<file path="config.mk">
export PLATFORM = sky130hd
export DESIGN_NAME = conv_window_accum
export DESIGN_NICKNAME = d
export VERILOG_FILES = /design/src/rtl/conv_window_accum.sv
export SDC_FILE = /design/constraint.sdc
export NUM_CORES = 1
export LEC_CHECK = 0
export ABC_AREA = 1
export BUFFER_PORTS_ARGS = -buffer_cell sky130_fd_sc_hd__buf_2
export CAP_MARGIN = 20
export CORE_MARGIN = 3
export CORE_UTILIZATION = 40
export CTS_CLUSTER_SIZE = 8
export DETAILED_ROUTE_END_ITERATION = 8
export SYNTH_ARGS = -nofsm -noshare
export SYNTH_HDL_FRONTEND = slang
export SYNTH_SLANG_ARGS = --single-unit
</file>
<file path="constraint.sdc">
create_clock -name clk -period 3.1 [get_ports clk]
set_input_delay 0.62 -clock clk [delete_from_list [all_inputs] [get_ports clk]]
set_output_delay 0.62 -clock clk [all_outputs]
set_load 0.005 [all_outputs]
</file>
<file path="src/rtl/conv_window_accum.sv">
// Multiply-accumulate over one convolution window, then scale and saturate the
// sum to a 7-bit signed code. Optional rounding before the shift: CONV_ROUND_EN.
module conv_window_accum #(
    parameter int unsigned N_TAPS = 9,
    parameter int unsigned DW     = 4,
    parameter int unsigned ACC_W  = 12,
    parameter int unsigned SHIFT  = 0
) (
    input  logic          clk,
    input  logic          rst_n,
    input  logic          in_valid,
    output logic          in_ready,
    input  logic [DW-1:0] pixel,
    input  logic [DW-1:0] weight,
    output logic          res_flag,
    output logic [6:0]    res_value,
    input  logic          res_ready,
    output logic          sat
);

    localparam int unsigned PW = 2 * DW;
    localparam int unsigned CW = 4;
    localparam int unsigned SW = ACC_W + 1;

`ifdef CONV_ROUND_EN
    localparam logic signed [SW-1:0] RND = SW'((2 ** SHIFT) / 2);
`else
    localparam logic signed [SW-1:0] RND = SW'(0);
`endif
    localparam logic signed [SW-1:0] MAX_V = SW'(63);
    localparam logic signed [SW-1:0] MIN_V = SW'(-64);

    typedef enum logic [1:0] {
        IDLE  = 2'd0,
        ACCUM = 2'd1,
        SAT   = 2'd2,
        OUT   = 2'd3
    } state_t;

    state_t                   state_q, state_d;
    logic signed [ACC_W-1:0]  acc_q, acc_d;
    logic        [CW-1:0]     tap_q, tap_d;
    logic                     in_ready_q, in_ready_d;
    logic                     res_flag_q, res_flag_d;
    logic        [6:0]        res_value_q, res_value_d;
    logic                     sat_q, sat_d;

    logic signed [PW-1:0]     prod_c;
    logic signed [ACC_W-1:0]  prod_ext_c;
    logic signed [SW-1:0]     sum_c;
    logic signed [SW-1:0]     s_c;
    logic                     xfer_c;

    // Full-precision product, widened at SW bits so the rounding add cannot wrap.
    assign prod_c     = PW'($signed(pixel)) * PW'($signed(weight));
    assign prod_ext_c = ACC_W'(prod_c);
    assign sum_c      = SW'(acc_q) + RND;
    assign s_c        = sum_c >>> SHIFT;
    assign xfer_c     = in_valid && in_ready_q;

    always_comb begin
        state_d     = state_q;
        acc_d       = acc_q;
        tap_d       = tap_q;
        in_ready_d  = in_ready_q;
        res_flag_d  = res_flag_q;
        res_value_d = res_value_q;
        sat_d       = sat_q;

        unique case (state_q)
            IDLE: begin
                if (xfer_c) begin
                    acc_d = prod_ext_c;
                    tap_d = CW'(1);
                    if (N_TAPS == 1) begin
                        state_d    = SAT;
                        in_ready_d = 1'b0;
                    end else begin
                        state_d = ACCUM;
                    end
                end
            end
            ACCUM: begin
                if (xfer_c) begin
                    acc_d = acc_q + prod_ext_c;
                    tap_d = tap_q + CW'(1);
                    if (tap_q == CW'(N_TAPS - 1)) begin
                        state_d    = SAT;
                        in_ready_d = 1'b0;
                    end
                end
            end
            SAT: begin
                if (s_c > MAX_V) begin
                    res_value_d = 7'b0111111;
                    sat_d       = 1'b1;
                end else if (s_c < MIN_V) begin
                    res_value_d = 7'b1000000;
                    sat_d       = 1'b1;
                end else begin
                    res_value_d = s_c[6:0];
                    sat_d       = 1'b0;
                end
                res_flag_d = 1'b1;
                state_d    = OUT;
            end
            OUT: begin
                // Result held until downstream takes it; res_value is kept afterwards.
                if (res_ready) begin
                    res_flag_d = 1'b0;
                    sat_d      = 1'b0;
                    acc_d      = '0;
                    tap_d      = '0;
                    in_ready_d = 1'b1;
                    state_d    = IDLE;
                end
            end
            default: state_d = IDLE;
        endcase
    end

    always_ff @(posedge clk or negedge rst_n) begin
        if (!rst_n) begin
            state_q     <= IDLE;
            acc_q       <= '0;
            tap_q       <= '0;
            in_ready_q  <= 1'b1;
            res_flag_q  <= 1'b0;
            res_value_q <= 7'd0;
            sat_q       <= 1'b0;
        end else begin
            state_q     <= state_d;
            acc_q       <= acc_d;
            tap_q       <= tap_d;
            in_ready_q  <= in_ready_d;
            res_flag_q  <= res_flag_d;
            res_value_q <= res_value_d;
            sat_q       <= sat_d;
        end
    end

    assign in_ready  = in_ready_q;
    assign res_flag  = res_flag_q;
    assign res_value = res_value_q;
    assign sat       = sat_q;

endmodule

</file>
==> flow_summary.json, run 1 <==
{
  "ir_worst_vdd_v": 0.000692,
  "maxSlewHeadroom_pct": 57.8,
  "timing.final.crit_share_pct": 141,
  "cpMaxStageDelayCell": "fa_1",
  "synth_cell_types": 39,
  "place_hpwl_um": 4800,
  "path_clk_slew_ns": 0.10,
  "grt_pass1_vias": 2415,
  "cts_buffers": 3,
  "timing.critical_path.from_type": "input port",
  "grt_use_total_pct": 17.7,
  "antenna_found_initial": 0,
  "wl_per_cell_um": 12.7,
  "fin_skew_ns": 0.00768,
  "crit_arrival_ns": 4.60,
  "globalplace.congestion": 0.919,
  "cts-hold-fix-buffers": 0,
  "setup_ws_ns": -1.28,
  "yosys_most_used_dff": "dfrtp_1",
  "path_class": "input port to flop",
  "via_per_inst": 4.96,
  "finalHoldViolCount": 0,
  "ant_nets": 0,
  "clockBufferDepth": 2,
  "synth_area_leaders": "dfrtp_1 26%, ha_1 14%, nand2_1 10%",
  "intPower_uw": 1930,
  "place_area_um2": 3140,
  "cts-root-buf": "clkbuf_8",
  "switchingPower_uw": 1850,
  "grt_pass1_wl_um": 10700,
  "tightest_slew_ns": 0.632,
  "finalMaxSlewViolations": 0,
  "crit_path_max_fanout": 4,
  "pin_count": 22,
  "combinationalPowerShare_pct": 75.8,
  "yosysMostFrequentCell": "nand2_1",
  "coreArea_um2": 6130,
  "synth_cells": 345,
  "ys_warn_count": 0,
  "clock_latency_ns": 0.28,
  "fmax_ghz": 0.228,
  "drt-total-wl_um": 6140,
  "die_area_um2": 7550,
  "powerDensity_nw_per_um2": 1110,
  "utilization_pct": 55.7,
  "synthTopCellsByCount": "70 x nand2_1, 67 x inv_1, 30 x ha_1, 27 x dfrtp_1, 24 x o21ai_0",
  "n_antenna_cell": 0,
  "synth_nets": 397,
  "yosysSeqAreaShare_pct": 26.8,
  "synthToLayoutAreaGrowth_pct": 30.3,
  "postLayoutCellArea_um2": 3410,
  "rows": 28,
  "status": "finished with violations",
  "p_leak_uw": 0.00177,
  "die_w_um": 86.9,
  "route.detailed.drc": 0,
  "yosys.area.top_type": "dfrtp_1",
  "start_util_pct": 42.7,
  "portBuffers": 21,
  "final_nets": 463,
  "hold_class": "input port to async pin",
  "pwr-share-clk_pct": 5.7,
  "async_reset_ff_share_pct": 100,
  "first_pass_iters": 4,
  "power.share.sequential_pct": 18.6,
  "overflow": 0,
  "synth_enable_flop_cells": 0,
  "slowest_delay_ns": 0.52,
  "rsz0062_at_grt": "true",
  "cts.sinks": 28,
  "violations": "setup timing",
  "cts_max_level": 1,
  "setup_viol": 9,
  "grt_max_degree": 29,
  "reg2reg_slack_ns": 0.71,
  "drtIter0Drc": 103,
  "ys_seq_elements": 28,
  "cts_tree": "built",
  "finalCriticalPeriod_ns": 4.38,
  "switching_share_pct": 48.9,
  "end_kind": "flop",
  "cpMostUsedCell": "inv_2",
  "dieHeight_um": 86.9,
  "yosys.area.top_type_share_pct": 25.8,
  "vias": 2405,
  "netlist_area_um2": 2620,
  "drive_above_1_share_pct": 33.4,
  "postSynthAreaPerCell_um2": 7.59,
  "drv_cap": 0,
  "critical_path_required_ns": 3.32
}
==> layout make-up <==
class / count / area [µm²]
inverters: 72 / 287
clock buffers: 4 / 45.0
well taps: 75 / 93.8
repair buffers: 64 / 449
multi-input cells: 242 / 1840
flip-flops and latches: 28 / 702
fillers: 567 / 2720
==> per-stage QoR <==
| step | setup TNS, ns | std cells | setup slack [ns] | total power [µW] | hold WS [ns] |
|---|---|---|---|---|---|
| after floorplan | -8.66 | 345 | -1.37 | 2460 | 0.324 |
| after global placement | -11.47 | 470 | -1.62 | 3120 | 0.463 |
| after detailed placement | -11.90 | 470 | -1.65 | 3170 | 0.468 |
| after CTS | -8.59 | 481 | -1.30 | 3590 | 0.368 |
| after global routing | -9.92 | 485 | -1.52 | 4180 | 0.388 |
| final | -8.44 | 485 | -1.28 | 3780 | 0.340 |
==> power groups by stage <==
stage | combinational [µW] | clock [µW] | sequential, µW
floorplan | 1790 | 0 | 667
global route | 3220 | 235 | 723
global placement | 2420 | 0 | 696
detailed placement | 2470 | 0 | 700
finish | 2870 | 214 | 702
CTS | 2670 | 219 | 701
==> critical path, delay by kind of cell <==
| kind | cells | cell delay (ns) |
|---|---|---|
| AO/OA/AOI/OAI | 2 | 0.27 |
| buffers and inverters | 9 | 0.48 |
| AND/OR/NAND/NOR | 12 | 1.06 |
| adder cells (fa/ha/maj) | 6 | 2.15 |
==> worst paths after layout <==
path	startpoint	end	cells after the start
worst max-delay path	weight[3]	acc_q[11]	29
worst min-delay path	rst_n	res_value[0]	1
worst max register to register	state_q[1]	tap_q[3]	10
worst min register to register	res_value[1]	res_value[1]	2
max in group asynchronous	rst_n	acc_q[7]	1
min in group clk	res_value[1]	res_value[1]	2
==> state kept, by name, indices dropped and copies added, names as in the netlist <==
name / flops
tap_q: 4
res_value: 7
acc_q: 12
in_ready: 1
sat: 1
state_q: 2
res_flag: 1
==> logic make-up (layout without fill, tap and decap cells) <==
group	Yosys count	in the layout	share of synthesized area, %
DFF	28	28	26.8
xor gates and xnor gates	3	3	1.00
and+or+nand+nor	130	130	21.6
adders and majority gates	40	40	22.0
AOI/OAI and AO/OA	67	67	16.2
muxes	2	2	0.860
buffers and inverters	75	140	11.6
==> repair_timing <==
| item | CTS | global route |
|---|---|---|
| setup endpoints to repair | 9 | 9 |
| gates resized for setup | 17 | 14 |
| setup buffers | 7 | 4 |
| pin swaps | 14 | 8 |
==> layout by cell type, fill, tap and decap left out, types with 16 or more instances in the layout <==
cell and instances:
a21oi_1 16, buf_2 20, buf_4 39, dfrtp_1 27
ha_1 22, inv_1 58, nand2_1 64, nand3_1 18
nor2_1 19, o21ai_0 17
==> routing by layer <==
layer  global-route usage (%)  wire [µm]  share of wire, %
met3                     1.42        145               2.4
met1                     23.7       2870                47
met2                     30.6       3050                50
met5                        0          0                 0
met4                     4.53         72               1.2
Power figures use the tool's default switching activity.
==> inputs of run 2 (changes only) <==
--- a/config.mk
+++ b/config.mk
@@ -8,7 +8,6 @@
 export ABC_AREA = 1
 export BUFFER_PORTS_ARGS = -buffer_cell sky130_fd_sc_hd__buf_2
 export CAP_MARGIN = 20
-export CORE_MARGIN = 3
 export CORE_UTILIZATION = 40
 export CTS_CLUSTER_SIZE = 8
 export DETAILED_ROUTE_END_ITERATION = 8
==> run 2 against run 1 <==
- the run still ends with setup timing left
- via count grew 0.21%
- routed wire length grew 0.83%
- critical path depth shrank 4
- sequential cell count is the same
- global-route usage grew 0.62 points
- power shrank 0.55%
- core utilization shrank 1.9 points
- combinational power is essentially flat
- maximum frequency grew 0.52%
- sequential share of layout area is essentially flat
- clock skew shrank 0.0025 ns
- critical path type unchanged
==> flow_summary.json, run 2 (synthesized netlist as in run 1, its figures left out) <==
{
  "finalHoldViolCount": 0,
  "start_util_pct": 41.2,
  "status": "finished with violations",
  "hold_ws_ns": 0.361,
  "cpMaxStageDelayCell": "fa_1",
  "tightest_slew_ns": 0.660,
  "grt_pass1_vias": 2424,
  "fin_skew_ns": 0.00519,
  "switching_share_pct": 49.1,
  "route.detailed.drc": 0,
  "combinationalPowerShare_pct": 75.8,
  "cts.sinks": 28,
  "power_uw": 3760,
  "setup-tns-final_ns": -7.95,
  "drive_above_1_share_pct": 33.3,
  "crit_arrival_ns": 4.56,
  "critPathBufInv": 7,
  "setup_viol": 9,
  "setup_ws_ns": -1.26,
  "ir_worst_vdd_v": 0.000680,
  "grt_pass1_wl_um": 10600,
  "ant_nets": 0,
  "synthToLayoutAreaGrowth_pct": 30.2,
  "antenna_found_initial": 0,
  "fmax_ghz": 0.229,
  "pwr-share-clk_pct": 5.6,
  "hold_class": "input port to async pin",
  "wl_per_cell_um": 12.8,
  "power.share.sequential_pct": 18.6,
  "final_nets": 461,
  "overflow": 0,
  "n_antenna_cell": 0,
  "cts_tree": "built",
  "clockBufferDepth": 2,
  "die_w_um": 82.9,
  "end_kind": "flop",
  "grt_use_total_pct": 18.3,
  "coreArea_um2": 6350,
  "pin_count": 22,
  "cts_buffers": 3,
  "via_per_inst": 4.97,
  "layout_commonest_cell": "nand2_1",
  "postLayoutCellArea_um2": 3410,
  "drv_cap": 0,
  "timing.critical_path.from_type": "input port",
  "cts-root-buf": "clkbuf_8",
  "powerDensity_nw_per_um2": 1100,
  "rows": 29,
  "switchingPower_uw": 1850,
  "path_delay_family": "adder cells",
  "path_class": "input port to flop",
  "grt_max_degree": 29,
  "clock_latency_ns": 0.28,
  "path_clk_slew_ns": 0.10,
  "dieHeight_um": 82.9,
  "portBuffers": 21,
  "first_pass_iters": 4,
  "crit_path_max_fanout": 4,
  "place_area_um2": 3160,
  "critical_path_required_ns": 3.30,
  "largest_reg_flops": 12,
  "finalMaxSlewViolations": 0,
  "slowest_delay_ns": 0.51,
  "cts_max_level": 1,
  "timing.final.crit_share_pct": 141,
  "place_hpwl_um": 4730,
  "most-common-layout-cells": "64 x nand2_1, 58 x inv_1, 39 x buf_4",
  "p_leak_uw": 0.00177,
  "vias": 2410,
  "intPower_uw": 1910,
  "regMostFlops": "acc_q",
  "finalCriticalPeriod_ns": 4.36,
  "drtIter0Drc": 70,
  "die_area_um2": 6870,
  "maxSlewHeadroom_pct": 56.0,
  "rsz0062_at_grt": "true",
  "drt-total-wl_um": 6190,
  "violations": "setup timing",
  "globalplace.congestion": 0.917
}
## run 2: power by group through the flow
stage,Sequential [µW],Clock [µW],Combinational [µW]
after floorplan,667,0,1790
after global placement,695,0,2430
after detailed placement,700,0,2460
after CTS,697,218,2590
after global routing,720,232,3160
final,700,210,2850
## run 2: stage by stage
stage	utilization (%)	cells	setup slack, ns
6_report	53.7	485	-1.26
5_1_grt	53.7	485	-1.47
4_1_cts	51.8	481	-1.25
3_5_place_dp	49.8	475	-1.63
3_3_place_gp	49.8	475	-1.61
2_1_floorplan	-	345	-1.37
## run 2: per-layer routing
layer / vias up / routed length [µm] / part of all wire (%) / track usage [%]
met5: - / 0 / 0 / 0
met4: 0 / 99 / 1.6 / 5.17
met3: 8 / 129 / 2.1 / 1.79
met2: 38 / 3130 / 50 / 33.0
met1: 1131 / 2840 / 46 / 23.1
li1: 1233 / - / - / -
## run 2: cell type report
| class | count | area (µm²) |
|---|---|---|
| Multi-Input combinational cell | 242 | 1850 |
| Tap cell | 77 | 96.3 |
| Fill cell | 586 | 2940 |
| Clock buffer | 4 | 45.0 |
| Timing Repair Buffer | 62 | 427 |
| Sequential cell | 28 | 702 |
| Inverter | 72 | 289 |
## run 2: worst paths after layout
| path | start | slack [ns] | cells after the start | end |
|---|---|---|---|---|
| max | weight[3] | -1.26 | 25 | acc_q[10] |
| min | rst_n | 0.36 | 1 | res_value[1] |
| max reg2reg | state_q[1] | 1.06 | 9 | tap_q[3] |
| min reg2reg | res_value[6] | 0.49 | 2 | res_value[6] |
| max in group asynchronous | rst_n | 2.31 | 1 | sat |
| min in group clk | res_value[6] | 0.49 | 2 | res_value[6] |
## run 2: repair_timing
action,CTS,global route
endpoints found under the hold margin,0,0
cloned,0,0
gates resized for setup,14,18
endpoints found under the setup margin,9,9
pin swaps,7,8
buffers inserted,2,4
hold buffers,0,0
## run 2: worst register-to-register path, stage by stage (launching register included)
cell and delay [ns]:
dfrtp_1 0.39, inv_1 0.10, ha_1 0.23, nor2_2 0.38, a21oi_1 0.13, and2_1 0.18, buf_4 0.20, nand2_1 0.10
xor2_1 0.18, a21oi_2 0.04
